File: src/rtl/fir_seq_pkg.sv
// Shared widths, state encoding and coefficient table for the 31-tap symmetric FIR sequencer.
// Build option: define FIR_ROUND_EN for round-half-up output scaling (default truncates).
package fir_seq_pkg;

    localparam int unsigned DATA_W   = 10;
    localparam int unsigned COEF_W   = 12;
    localparam int unsigned ACC_W    = 28;
    localparam int unsigned NTAPS    = 31;
    localparam int unsigned NPAIRS   = 16;
    localparam int unsigned PTR_W    = 5;
    localparam int unsigned K_W      = 4;
    localparam int unsigned FRAC_W   = 15;
    localparam int unsigned PROD_W   = DATA_W + 1 + COEF_W;
    localparam int unsigned SCALED_W = ACC_W - FRAC_W;

    typedef enum logic [1:0] {
        IDLE = 2'd0,
        MAC  = 2'd1,
        DONE = 2'd2
    } fir_state_t;

    // Half-filter coefficients, outermost tap pair first; k=15 is the centre tap.
    function automatic logic [COEF_W-1:0] coef_at(input logic [K_W-1:0] k);
        logic [COEF_W-1:0] c;
        c = 12'd2166;
        case (k)
            4'd0:    c = 12'd105;
            4'd1:    c = 12'd128;
            4'd2:    c = 12'd180;
            4'd3:    c = 12'd265;
            4'd4:    c = 12'd390;
            4'd5:    c = 12'd544;
            4'd6:    c = 12'd727;
            4'd7:    c = 12'd934;
            4'd8:    c = 12'd1150;
            4'd9:    c = 12'd1373;
            4'd10:   c = 12'd1586;
            4'd11:   c = 12'd1776;
            4'd12:   c = 12'd1940;
            4'd13:   c = 12'd2064;
            4'd14:   c = 12'd2140;
            default: c = 12'd2166;
        endcase
        return c;
    endfunction

endpackage

File: src/rtl/fir_mac_sequencer_if.sv
// Sample-in / filtered-out / status bundle between the capture front end and the FIR sequencer.
interface fir_mac_sequencer_if;
    import fir_seq_pkg::*;

    logic              sample_valid;
    logic [DATA_W-1:0] sample;
    logic              sample_ready;
    logic              filt_valid;
    logic [DATA_W-1:0] filt_data;
    logic              busy;
    logic              overrun;
    logic              overrun_clr;

    modport master (
        output sample_valid, sample, overrun_clr,
        input  sample_ready, filt_valid, filt_data, busy, overrun
    );

    modport slave (
        input  sample_valid, sample, overrun_clr,
        output sample_ready, filt_valid, filt_data, busy, overrun
    );

endinterface

File: src/rtl/fir_sample_ring.sv
// 31-entry circular sample history with one write port and two reads addressed relative to the newest sample.
module fir_sample_ring
    import fir_seq_pkg::*;
(
    input  logic              clk,
    input  logic              clr_i,
    input  logic              we_i,
    input  logic [DATA_W-1:0] wdata_i,
    input  logic [PTR_W-1:0]  off_a_i,
    input  logic [PTR_W-1:0]  off_b_i,
    output logic [DATA_W-1:0] rdata_a_o,
    output logic [DATA_W-1:0] rdata_b_o
);

    logic [DATA_W-1:0] mem_q [NTAPS];
    logic [PTR_W-1:0]  wr_ptr_q;
    logic [PTR_W-1:0]  newest_c;
    logic [PTR_W-1:0]  idx_a_c;
    logic [PTR_W-1:0]  idx_b_c;

    // (base - off) mod 31 for base, off in 0..30
    function automatic logic [PTR_W-1:0] step_back(input logic [PTR_W-1:0] base,
                                                   input logic [PTR_W-1:0] off);
        logic [PTR_W:0] s;
        s = {1'b0, base} + (PTR_W+1)'(NTAPS) - {1'b0, off};
        if (s >= (PTR_W+1)'(NTAPS)) begin
            s = s - (PTR_W+1)'(NTAPS);
        end
        return s[PTR_W-1:0];
    endfunction

    always_comb begin
        newest_c  = step_back(wr_ptr_q, PTR_W'(1));
        idx_a_c   = step_back(newest_c, off_a_i);
        idx_b_c   = step_back(newest_c, off_b_i);
        rdata_a_o = mem_q[idx_a_c];
        rdata_b_o = mem_q[idx_b_c];
    end

    always_ff @(posedge clk) begin
        if (clr_i) begin
            for (int i = 0; i < int'(NTAPS); i++) begin
                mem_q[i] <= '0;
            end
            wr_ptr_q <= '0;
        end else if (we_i) begin
            mem_q[wr_ptr_q] <= wdata_i;
            wr_ptr_q        <= (wr_ptr_q == PTR_W'(NTAPS - 1)) ? '0 : wr_ptr_q + PTR_W'(1);
        end
    end

endmodule

File: src/rtl/fir_mac_sequencer.sv
// Time-multiplexed 31-tap symmetric FIR: one shared multiplier walks 16 tap pairs per accepted sample.
// Build option: FIR_ROUND_EN selects round-half-up scaling of the accumulator; undefined truncates.
module fir_mac_sequencer
    import fir_seq_pkg::*;
(
    input  logic               clk,
    input  logic               reset,
    fir_mac_sequencer_if.slave bus
);

    localparam logic [1:0] S_IDLE = 2'(IDLE);
    localparam logic [1:0] S_MAC  = 2'(MAC);
    localparam logic [1:0] S_DONE = 2'(DONE);

    logic [1:0]          state_q, state_d;
    logic [K_W-1:0]      k_q, k_d;
    logic [ACC_W-1:0]    acc_q, acc_d;
    logic [DATA_W-1:0]   filt_data_q, filt_data_d;
    logic                filt_valid_q, filt_valid_d;
    logic                overrun_q, overrun_d;
    logic                ready_q, ready_d;
    logic                busy_q, busy_d;

    logic                ring_we_c;
    logic [PTR_W-1:0]    off_a_c, off_b_c;
    logic [DATA_W-1:0]   x_a_c, x_b_c;
    logic [DATA_W:0]     pair_sum_c;
    logic [PROD_W-1:0]   term_c;
    logic [ACC_W-1:0]    acc_r_c;
    logic [SCALED_W-1:0] scaled_c;
    logic [DATA_W-1:0]   sat_c;

    fir_sample_ring u_ring (
        .clk       (clk),
        .clr_i     (reset),
        .we_i      (ring_we_c),
        .wdata_i   (bus.sample),
        .off_a_i   (off_a_c),
        .off_b_i   (off_b_c),
        .rdata_a_o (x_a_c),
        .rdata_b_o (x_b_c)
    );

    // Tap pair k reads x[n-k] and x[n-30+k]; the centre tap (k=15) is used alone.
    always_comb begin
        off_a_c    = {1'b0, k_q};
        off_b_c    = PTR_W'(NTAPS - 1) - {1'b0, k_q};
        pair_sum_c = (k_q == K_W'(NPAIRS - 1)) ? {1'b0, x_a_c}
                                               : {1'b0, x_a_c} + {1'b0, x_b_c};
        term_c     = PROD_W'(pair_sum_c) * PROD_W'(coef_at(k_q));
    end

    always_comb begin
`ifdef FIR_ROUND_EN
        acc_r_c = acc_q + ACC_W'(1 << (FRAC_W - 1));
`else
        acc_r_c = acc_q;
`endif
        scaled_c = acc_r_c[ACC_W-1:FRAC_W];
        sat_c    = (|scaled_c[SCALED_W-1:DATA_W]) ? '1 : scaled_c[DATA_W-1:0];
    end

    always_comb begin
        state_d      = state_q;
        k_d          = k_q;
        acc_d        = acc_q;
        filt_data_d  = filt_data_q;
        filt_valid_d = 1'b0;
        overrun_d    = overrun_q;
        ring_we_c    = 1'b0;

        // A drop in the same cycle as a clear keeps the flag set.
        if (bus.sample_valid && !ready_q) begin
            overrun_d = 1'b1;
        end else if (bus.overrun_clr) begin
            overrun_d = 1'b0;
        end

        case (state_q)
            S_IDLE: begin
                if (bus.sample_valid) begin
                    ring_we_c = 1'b1;
                    acc_d     = '0;
                    k_d       = '0;
                    state_d   = S_MAC;
                end
            end
            S_MAC: begin
                acc_d = acc_q + ACC_W'(term_c);
                if (k_q == K_W'(NPAIRS - 1)) begin
                    state_d = S_DONE;
                end else begin
                    k_d = k_q + K_W'(1);
                end
            end
            S_DONE: begin
                filt_data_d  = sat_c;
                filt_valid_d = 1'b1;
                state_d      = S_IDLE;
            end
            default: state_d = S_IDLE;
        endcase

        ready_d = (state_d == S_IDLE);
        busy_d  = (state_d != S_IDLE);
    end

    always_ff @(posedge clk) begin
        if (reset) begin
            state_q      <= S_IDLE;
            k_q          <= '0;
            acc_q        <= '0;
            filt_data_q  <= '0;
            filt_valid_q <= 1'b0;
            overrun_q    <= 1'b0;
            ready_q      <= 1'b1;
            busy_q       <= 1'b0;
        end else begin
            state_q      <= state_d;
            k_q          <= k_d;
            acc_q        <= acc_d;
            filt_data_q  <= filt_data_d;
            filt_valid_q <= filt_valid_d;
            overrun_q    <= overrun_d;
            ready_q      <= ready_d;
            busy_q       <= busy_d;
        end
    end

    assign bus.sample_ready = ready_q;
    assign bus.busy         = busy_q;
    assign bus.filt_valid   = filt_valid_q;
    assign bus.filt_data    = filt_data_q;
    assign bus.overrun      = overrun_q;

endmodule
File: src/flat_wrapper.sv
// flat-port wrapper written by rule: the top's interface ports become plain ports
module fir_mac_sequencer_flat import fir_seq_pkg::*;
  (clk, reset, bus_sample_valid, bus_sample, bus_overrun_clr, bus_sample_ready, bus_filt_valid, bus_filt_data, bus_busy, bus_overrun);
  fir_mac_sequencer_if bus_i ();
  input  logic clk;
  input  logic reset;
  input wire logic [$bits(bus_i.sample_valid)-1:0] bus_sample_valid;
  input wire logic [$bits(bus_i.sample)-1:0] bus_sample;
  input wire logic [$bits(bus_i.overrun_clr)-1:0] bus_overrun_clr;
  output wire logic [$bits(bus_i.sample_ready)-1:0] bus_sample_ready;
  output wire logic [$bits(bus_i.filt_valid)-1:0] bus_filt_valid;
  output wire logic [$bits(bus_i.filt_data)-1:0] bus_filt_data;
  output wire logic [$bits(bus_i.busy)-1:0] bus_busy;
  output wire logic [$bits(bus_i.overrun)-1:0] bus_overrun;
  assign bus_i.sample_valid = bus_sample_valid;
  assign bus_i.sample = bus_sample;
  assign bus_i.overrun_clr = bus_overrun_clr;
  assign bus_sample_ready = bus_i.sample_ready;
  assign bus_filt_valid = bus_i.filt_valid;
  assign bus_filt_data = bus_i.filt_data;
  assign bus_busy = bus_i.busy;
  assign bus_overrun = bus_i.overrun;
  fir_mac_sequencer u_core (.clk(clk), .reset(reset), .bus(bus_i));
endmodule
File: config.mk
export PLATFORM = sky130hd
export DESIGN_NAME = fir_mac_sequencer_flat
export DESIGN_NICKNAME = d
export VERILOG_FILES = /design/src/rtl/fir_seq_pkg.sv /design/src/rtl/fir_mac_sequencer_if.sv /design/src/rtl/fir_sample_ring.sv /design/src/rtl/fir_mac_sequencer.sv /design/src/flat_wrapper.sv
export SDC_FILE = /design/constraint.sdc
export NUM_CORES = 1
export LEC_CHECK = 0
export CORE_UTILIZATION = 59
export CTS_BUF_LIST = sky130_fd_sc_hd__clkbuf_16
export DETAILED_ROUTE_END_ITERATION = 16
export GPL_TIMING_DRIVEN = 0
export PLACE_DENSITY = 0.77
export SLEW_MARGIN = 20
export SYNTH_ARGS = -nofsm -noshare
export SYNTH_HDL_FRONTEND = slang
export SYNTH_SLANG_ARGS = --single-unit
File: constraint.sdc
create_clock -name clk -period 12.6 [get_ports clk]
set_input_delay 3.15 -clock clk [delete_from_list [all_inputs] [get_ports clk]]
set_output_delay 3.15 -clock clk [all_outputs]
set_load 0.005 [all_outputs]
# Word level (Yosys, flattened, before mapping)
# Memory sizes are Yosys's and may differ from the RTL's. A register that Yosys moved wholly into a read port is not among the register bits.
# Cells that the tools add are included.
dict set report totals {
  wordCells 74
  rom_bits 192
  memories 2
  ff_bits 53
  ramBits 310
  out_inout_bits 14
  inputBits 14
}
# memory words width rd rd_ports_with_merged_regs write_ports line_no
set memory_table {}
lappend memory_table {u_core.u_ring.mem_q 31 10 2 0 31 fir_sample_ring.sv:15} ;# logic [DATA_W-1:0] mem_q [NTAPS];
lappend memory_table {{(name not given)} 16 12 1 1 0 fir_seq_pkg.sv:26} ;# case (k)
dict set report op_classes {
  mul 1
  addsub 13
  n_lt_le_gt_ge 3
  n_reduce_logical 11
  muxes 29
  eq_ne 6
}
# operator n
set ops {}
lappend ops {{$pmux W28 S2} 1}
lappend ops {{$add A28 B23 Y28} 1}
lappend ops {{$mux W28} 1}
lappend ops {{$mux W5} 5}
lappend ops {{$mul A11 B12 Y23} 1}
lappend ops {{$mux W10} 2}
lappend ops {{$ge A6 B5 Y1 const B} 3}
lappend ops {{$mux W4} 4}
lappend ops {{$sub A5 B5 Y5 const B} 3}
lappend ops {{$add A5 B5 Y6 const B} 2}
lappend ops {{$add A10 B10 Y11} 1}
lappend ops {{$mux W1} 11}
lappend ops {{$mux W11} 1}
lappend ops {{$reduce_or A10 Y1} 1}
lappend ops {{$pmux W4 S2} 1}
lappend ops {{$reduce_bool A2 Y1} 3}
lappend ops {{$sub A6 B1 Y6 const B} 1}
lappend ops {{$sub A6 B4 Y6} 1}
lappend ops {{$sub A6 B5 Y6} 1}
lappend ops {{$add A5 B1 Y5 const B} 1}
lappend ops {{$eq A5 B5 Y1 const B} 1}
lappend ops {{$sub A5 B4 Y5 const A} 1}
lappend ops {{$add A4 B1 Y4 const B} 1}
lappend ops {{$eq A4 B4 Y1 const B} 1}
lappend ops {{11 further kinds} 14}

# Logic depth before layout (Yosys ltp)
# An unclocked memory read counts as a cell.
dict set report depth {
  ltp_word 14
  mapped_depth 59
  mapped_depth_nobuf 52
}

# By module
# Synthesis repeated with hierarchy kept, for this count alone.
dict set report hier_totals {
  cells_unflattened 3645
  area_unflattened_um2 31046.0
}
# mod cells_per_inst area_per_inst_um2 seq_area_each_um2 instances
set by_module_without_submodules {}
lappend by_module_without_submodules {fir_sample_ring 2660 22929.5 9709.3 1}
lappend by_module_without_submodules {fir_mac_sequencer 985 8116.5 1201.2 1}

# Worst setup path after synthesis
# Ideal clock, no wire load.
dict set report synth_path {
  kind {reg2reg}
  start {register u_core.u_ring.wr_ptr_q[1]}
  end {register u_core.acc_q[27]}
  setup_time_ps 121
  period_less_slack_ps 12424
  path_slack_ps 176
  arrival_ps 12304
  stages_incl_launch_ff 56
  required_time_ps 12479
  path_buffers 5
  path_cell_list {dfxtp_1 > inv_1 > ha_1 > or4b_4 > nand2_1 > xnor2_1 > ha_1 > inv_1 > fa_1 > ha_1 > nand2_1 > nor4_1 > a21oi_1 > nand3b_2 > buf_6 > a311oi_4 > buf_6 > buf_8 > (+20 left out) > fa_1 > fa_1 > fa_1 > inv_1 > fa_1 > inv_1 > ha_1 > a21oi_1 > o21bai_1 > a21o_1 > a21o_1 > a21oi_1 > o21ai_0 > a21boi_0 > o21ai_0 > a211o_1 > nand4_1 > mux2_2}
}
dict set report synth_between {
  elab_chain_len 14
  word_cells_on_any_way 20
  classes_between {add/sub: 10; mul: 1; order compare: 3; mux: 5; memory: 1}
}
# element line_no
set synth_lines {}
lappend synth_lines {{start, declared} fir_sample_ring.sv:16} ;# logic [PTR_W-1:0] wr_ptr_q;
lappend synth_lines {{start signal, assigned} fir_sample_ring.sv:48} ;# wr_ptr_q <= (wr_ptr_q == PTR_W'(NTAPS - 1)) ? '0 : wr_ptr_q + PTR_W'(1);
lappend synth_lines {{$add A5 B5 Y6 *} fir_sample_ring.sv:25} ;# s = {1'b0, base} + (PTR_W+1)'(NTAPS) - {1'b0, off};
lappend synth_lines {{$sub A6 B1 Y6 *} fir_sample_ring.sv:25}
lappend synth_lines {{$sub A5 B5 Y5 / $ge A6 B5 Y1 (equally long branches)} {fir_sample_ring.sv:27, fir_sample_ring.sv:26}}
lappend synth_lines {{$mux W5 *} fir_sample_ring.sv:26} ;# if (s >= (PTR_W+1)'(NTAPS)) begin
lappend synth_lines {{$add A5 B5 Y6 *} fir_sample_ring.sv:25}
lappend synth_lines {{$sub A6 B4 Y6 / $sub A6 B5 Y6 (equally long branches)} fir_sample_ring.sv:25}
lappend synth_lines {{$sub A5 B5 Y5 / $ge A6 B5 Y1 (equally long branches)} {fir_sample_ring.sv:27, fir_sample_ring.sv:26}}
lappend synth_lines {{$mux W5} fir_sample_ring.sv:26}
lappend synth_lines {{$mem_v2 Z31 W10 *} --}
lappend synth_lines {{$add A10 B10 Y11} fir_mac_sequencer.sv:49} ;# : {1'b0, x_a_c} + {1'b0, x_b_c};
lappend synth_lines {{$mux W11 *} fir_mac_sequencer.sv:48} ;# pair_sum_c = (k_q == K_W'(NPAIRS - 1)) ? {1'b0, x_a_c}
lappend synth_lines {{$mul A11 B12 Y23 *} fir_mac_sequencer.sv:50} ;# term_c = PROD_W'(pair_sum_c) * PROD_W'(coef_at(k_q));
lappend synth_lines {{$add A28 B23 Y28 *} fir_mac_sequencer.sv:89} ;# acc_d = acc_q + ACC_W'(term_c);
lappend synth_lines {{$pmux W28 S2 *} fir_mac_sequencer.sv:79} ;# case (state_q)
lappend synth_lines {{end signal, assigned} fir_mac_sequencer.sv:112} ;# acc_q <= '0;
lappend synth_lines {{end signal, assigned} fir_mac_sequencer.sv:121} ;# acc_q <= acc_d;
lappend synth_lines {{end, declared} fir_mac_sequencer.sv:17} ;# logic [ACC_W-1:0] acc_q, acc_d;
# Mark *: on every way between the ends. The rest lies on a longest branch, timed or not.
# A chain may end at the register's enable or synchronous reset.

# Worst setup path after layout
dict set report layout_path {
  start {register u_core.u_ring.wr_ptr_q[1]}
  end {register u_core.acc_q[22]}
}
# The elaborated chain is that of the path after synthesis.

==> impl_results.md <==
- Setup_tns: -1.31 ns
- Post-synth top cells: nand2_1 (419), and2_1 (335), edfxtp_1 (320)
- Clock slew at reported path FFs: about 0.06 ns
- Fmax: between 0.07 and 0.08 GHz
- Synth Instances: about 3,000
- Ys Warns: 0
- Placed Area: roughly 30,000 um^2
- # DRC: 0
- CTS Buf Count: 45
- Fin crit share: 102%
- Critical path arrival: roughly 13 ns
- Via/cell ratio: a little over 7
- Syn Nets: about 3,200
- Share of cells above drive strength 1: 18.4%
- # setup viols final: 8
- Sequential share of the synthesized area: 38.8%
- Routed wire length per instance: 32.5 um
- Placer Congestion: 1.11
- Crit path kind: flop to flop
- Yosys top cell area share: between 30 and 40%
- Global-route wire length before repair: around 170,000 um
- Hold Fails Final Rpt: 0
- Mapped Area: around 28,000 um^2
- Synth async-reset ratio: 0%
- Critical path's most frequent cell: fa_1
- Clock latency at the later pin of the worst-skew pair: about 0.64 ns
- Die Y: 220 um
- GRT overflow: 0
- Status: finished, violations left
- Failing checks: setup timing
- Die Wd: approximately 220 um
- Slowest CP cell: or4_4
- Post-synth EDFFs: 320
- Post-Route WL: 125,000 um
- Most common cell in the synthesized netlist: nand2_1
- Slew @ Worst Pin: 1.30 ns
- Port Buffer Count: 26
- Final instance area: 33,800 um^2
- Synth top area cells: edfxtp_1 (34%), fa_1 (8.2%), and2_1 (7.4%)
- Via count: roughly 27,000
- RSZ-0062 raised after global routing: true
- Hold Crit Class: flop to flop
- Post-DRT Antenna Nets: 0
- IO Pins: 28
- Largest net degree at the start of global routing: 20
- Critical Path Fanout Max: 9
- Post-Layout Cell Count: a little under 4,000
- DR pass1 iterations: 8
- Starting density of the core: between 60% and 70%
- Yosys reg bits: 385
- H-tree depth: 2
- DP Cell Count: about 3,700
- Iter 0 DRT Violations: 4,807
- Setup crit end kind: flop
- Layout Skew: between 0.04 and 0.05 ns
- Max Transition Viols Final: 0
- Startpoint types: flop
- Root Buffer: clkbuf_16
- Biggest area consumer among synthesized cells: edfxtp_1
- Syn Area/Cell: ~9.3 um^2
- Nets@finish: between 3,000 and 4,000
- Detail Placement HPWL: slightly below 90,000 um
- Post-synth cell types: just under 90
- CP max stage delay: 0.70 ns
- Core Rows: 79
- Max-slew headroom: between 10 and 15%
- Initial antenna violation count: 5
- Area of the die: ~50,000 um^2
- Clk buf depth: 3
- TritonCTS clock tree: done
- Final worst slack: -0.298 ns
- Core area: roughly 47,000 um^2
- Main flop type after synthesis: edfxtp_1
- Number of max-cap violations: 0
- Total global-route track usage: 50.1%
- Layout Area Growth over Synthesis: 20.1%
- Clock sinks: about 390
- Minimum clock period: 12.90 ns
- Vias in the first global route: roughly 26,000
- Crit path required time: 13.09 ns
## per-layer routing
layer,share of wire (%),track usage [%],vias to the layer above
met2,42,75.3,2560
met3,14,19.0,825
li1,-,-,11100
met1,33,56.4,13000
met5,0.14,1.31,-
met4,11,41.8,8
## what timing repair did
| action | CTS | global route |
|---|---|---|
| hold buffers | 0 | 0 |
| pin swaps | 37 | 78 |
| gates resized for setup | 265 | 274 |
| setup buffers | 32 | 93 |
| cloned | 0 | 5 |
| endpoints found under the setup margin | 23 | 18 |
## flip-flops by register name, summed over array words and instances, names as in the netlist, named ones only
signal                   flops
u_core.state_q               2
u_core.acc_q                28
u_core.bus.busy              1
u_core.u_ring.mem_q        320
u_core.bus.sample_ready      1
u_core.bus.filt_valid        1
u_core.u_ring.wr_ptr_q       5
u_core.k_q                   4
u_core.bus.filt_data        10
u_core.bus.overrun           1
## cells in the final DEF, fill, tap and decap left out, types with 13 or more instances in the layout
cell type        synthesis  final
nand2_1                419    410
and2_1                 335    335
edfxtp_1               320    320
inv_1                  214    214
nand3_1                170    163
buf_4                   18    135
nor2_1                 129    126
a211oi_1               133    119
fa_1                   115    112
a21oi_1                139    111
clkbuf_1               163    109
ha_1                    98     86
dfxtp_1                 65     63
clkbuf_16                0     53
or2_2                   43     42
a22oi_1                 39     39
buf_6                   21     38
and3_1                  33     33
o211ai_1                31     31
mux2i_1                 32     30
a31oi_1                 34     28
o21ai_0                 36     26
xnor2_1                 34     26
nor3_1                  30     26
clkdlybuf4s50_1          0     26
buf_12                   0     25
a21oi_2                  0     23
clkbuf_4                 0     23
a2111oi_0               45     22
o21ai_1                 18     21
a32oi_1                 21     21
nand3_2                 10     16
clkbuf_2                 0     14
a2111oi_2                2     14
o22ai_1                 13     13
## layout make-up
| cell class | instances | area, um^2 |
|---|---|---|
| Tap cell | 607 | 759 |
| Timing Repair Buffer | 158 | 1430 |
| Antenna cell | 7 | 17.5 |
| Inverter | 218 | 831 |
| Clock buffer | 46 | 1150 |
| Multi-Input combinational cell | 2164 | 16500 |
| Sequential cell | 385 | 10900 |
| Fill cell | 3304 | 13000 |
| Buffer | 237 | 1800 |
| Clock inverter | 38 | 354 |
## worst max-delay path: cells and delay by family (launching register included)
kind | cells | cell delay (ns)
adder cells (fa/ha/maj) | 9 | 3.73
flip-flops | 1 | 0.41
AO/OA/AOI/OAI | 20 | 4.45
AND/OR/NAND/NOR | 8 | 2.27
XOR/XNOR | 2 | 0.29
buffers and inverters | 11 | 1.55
## cells by family (layout without fill, tap and decap cells)
kind of cell,after synthesis,after routing,synth area share (%)
buf+inv,466,697,7.25
fa+ha+maj,213,213,12.5
compound gates,622,622,15.6
mux,47,47,2.18
other cells,0,7,0
xor+xnor,46,46,1.43
simple gates,1236,1236,22.2
flops,385,385,38.8
## worst paths after layout
path         slack [ns]  cells after the start                  to                 startpoint
max reg2reg       -0.30                     50    u_core.acc_q[22]  u_core.u_ring.wr_ptr_q[1]
min reg2reg        0.48                      2  u_core.bus.overrun         u_core.bus.overrun
min                0.48                      2  u_core.bus.overrun         u_core.bus.overrun
max               -0.30                     50    u_core.acc_q[22]  u_core.u_ring.wr_ptr_q[1]
## per-stage QoR
stage / setup WS [ns] / utilization (%) / hold slack (ns)
3_5_place_dp: -3.13 / 62.5 / 0.471
5_1_grt: -0.567 / 72.2 / 0.513
2_1_floorplan: 0.176 / - / 0.464
3_3_place_gp: -2.55 / 62.4 / 0.459
4_1_cts: 0.000145 / 68.3 / 0.478
6_report: -0.298 / 72.3 / 0.477
Power is left out: the tool's default activity adds up to more than one toggle a clock period on the data nets, which glitch-free logic cannot reach.
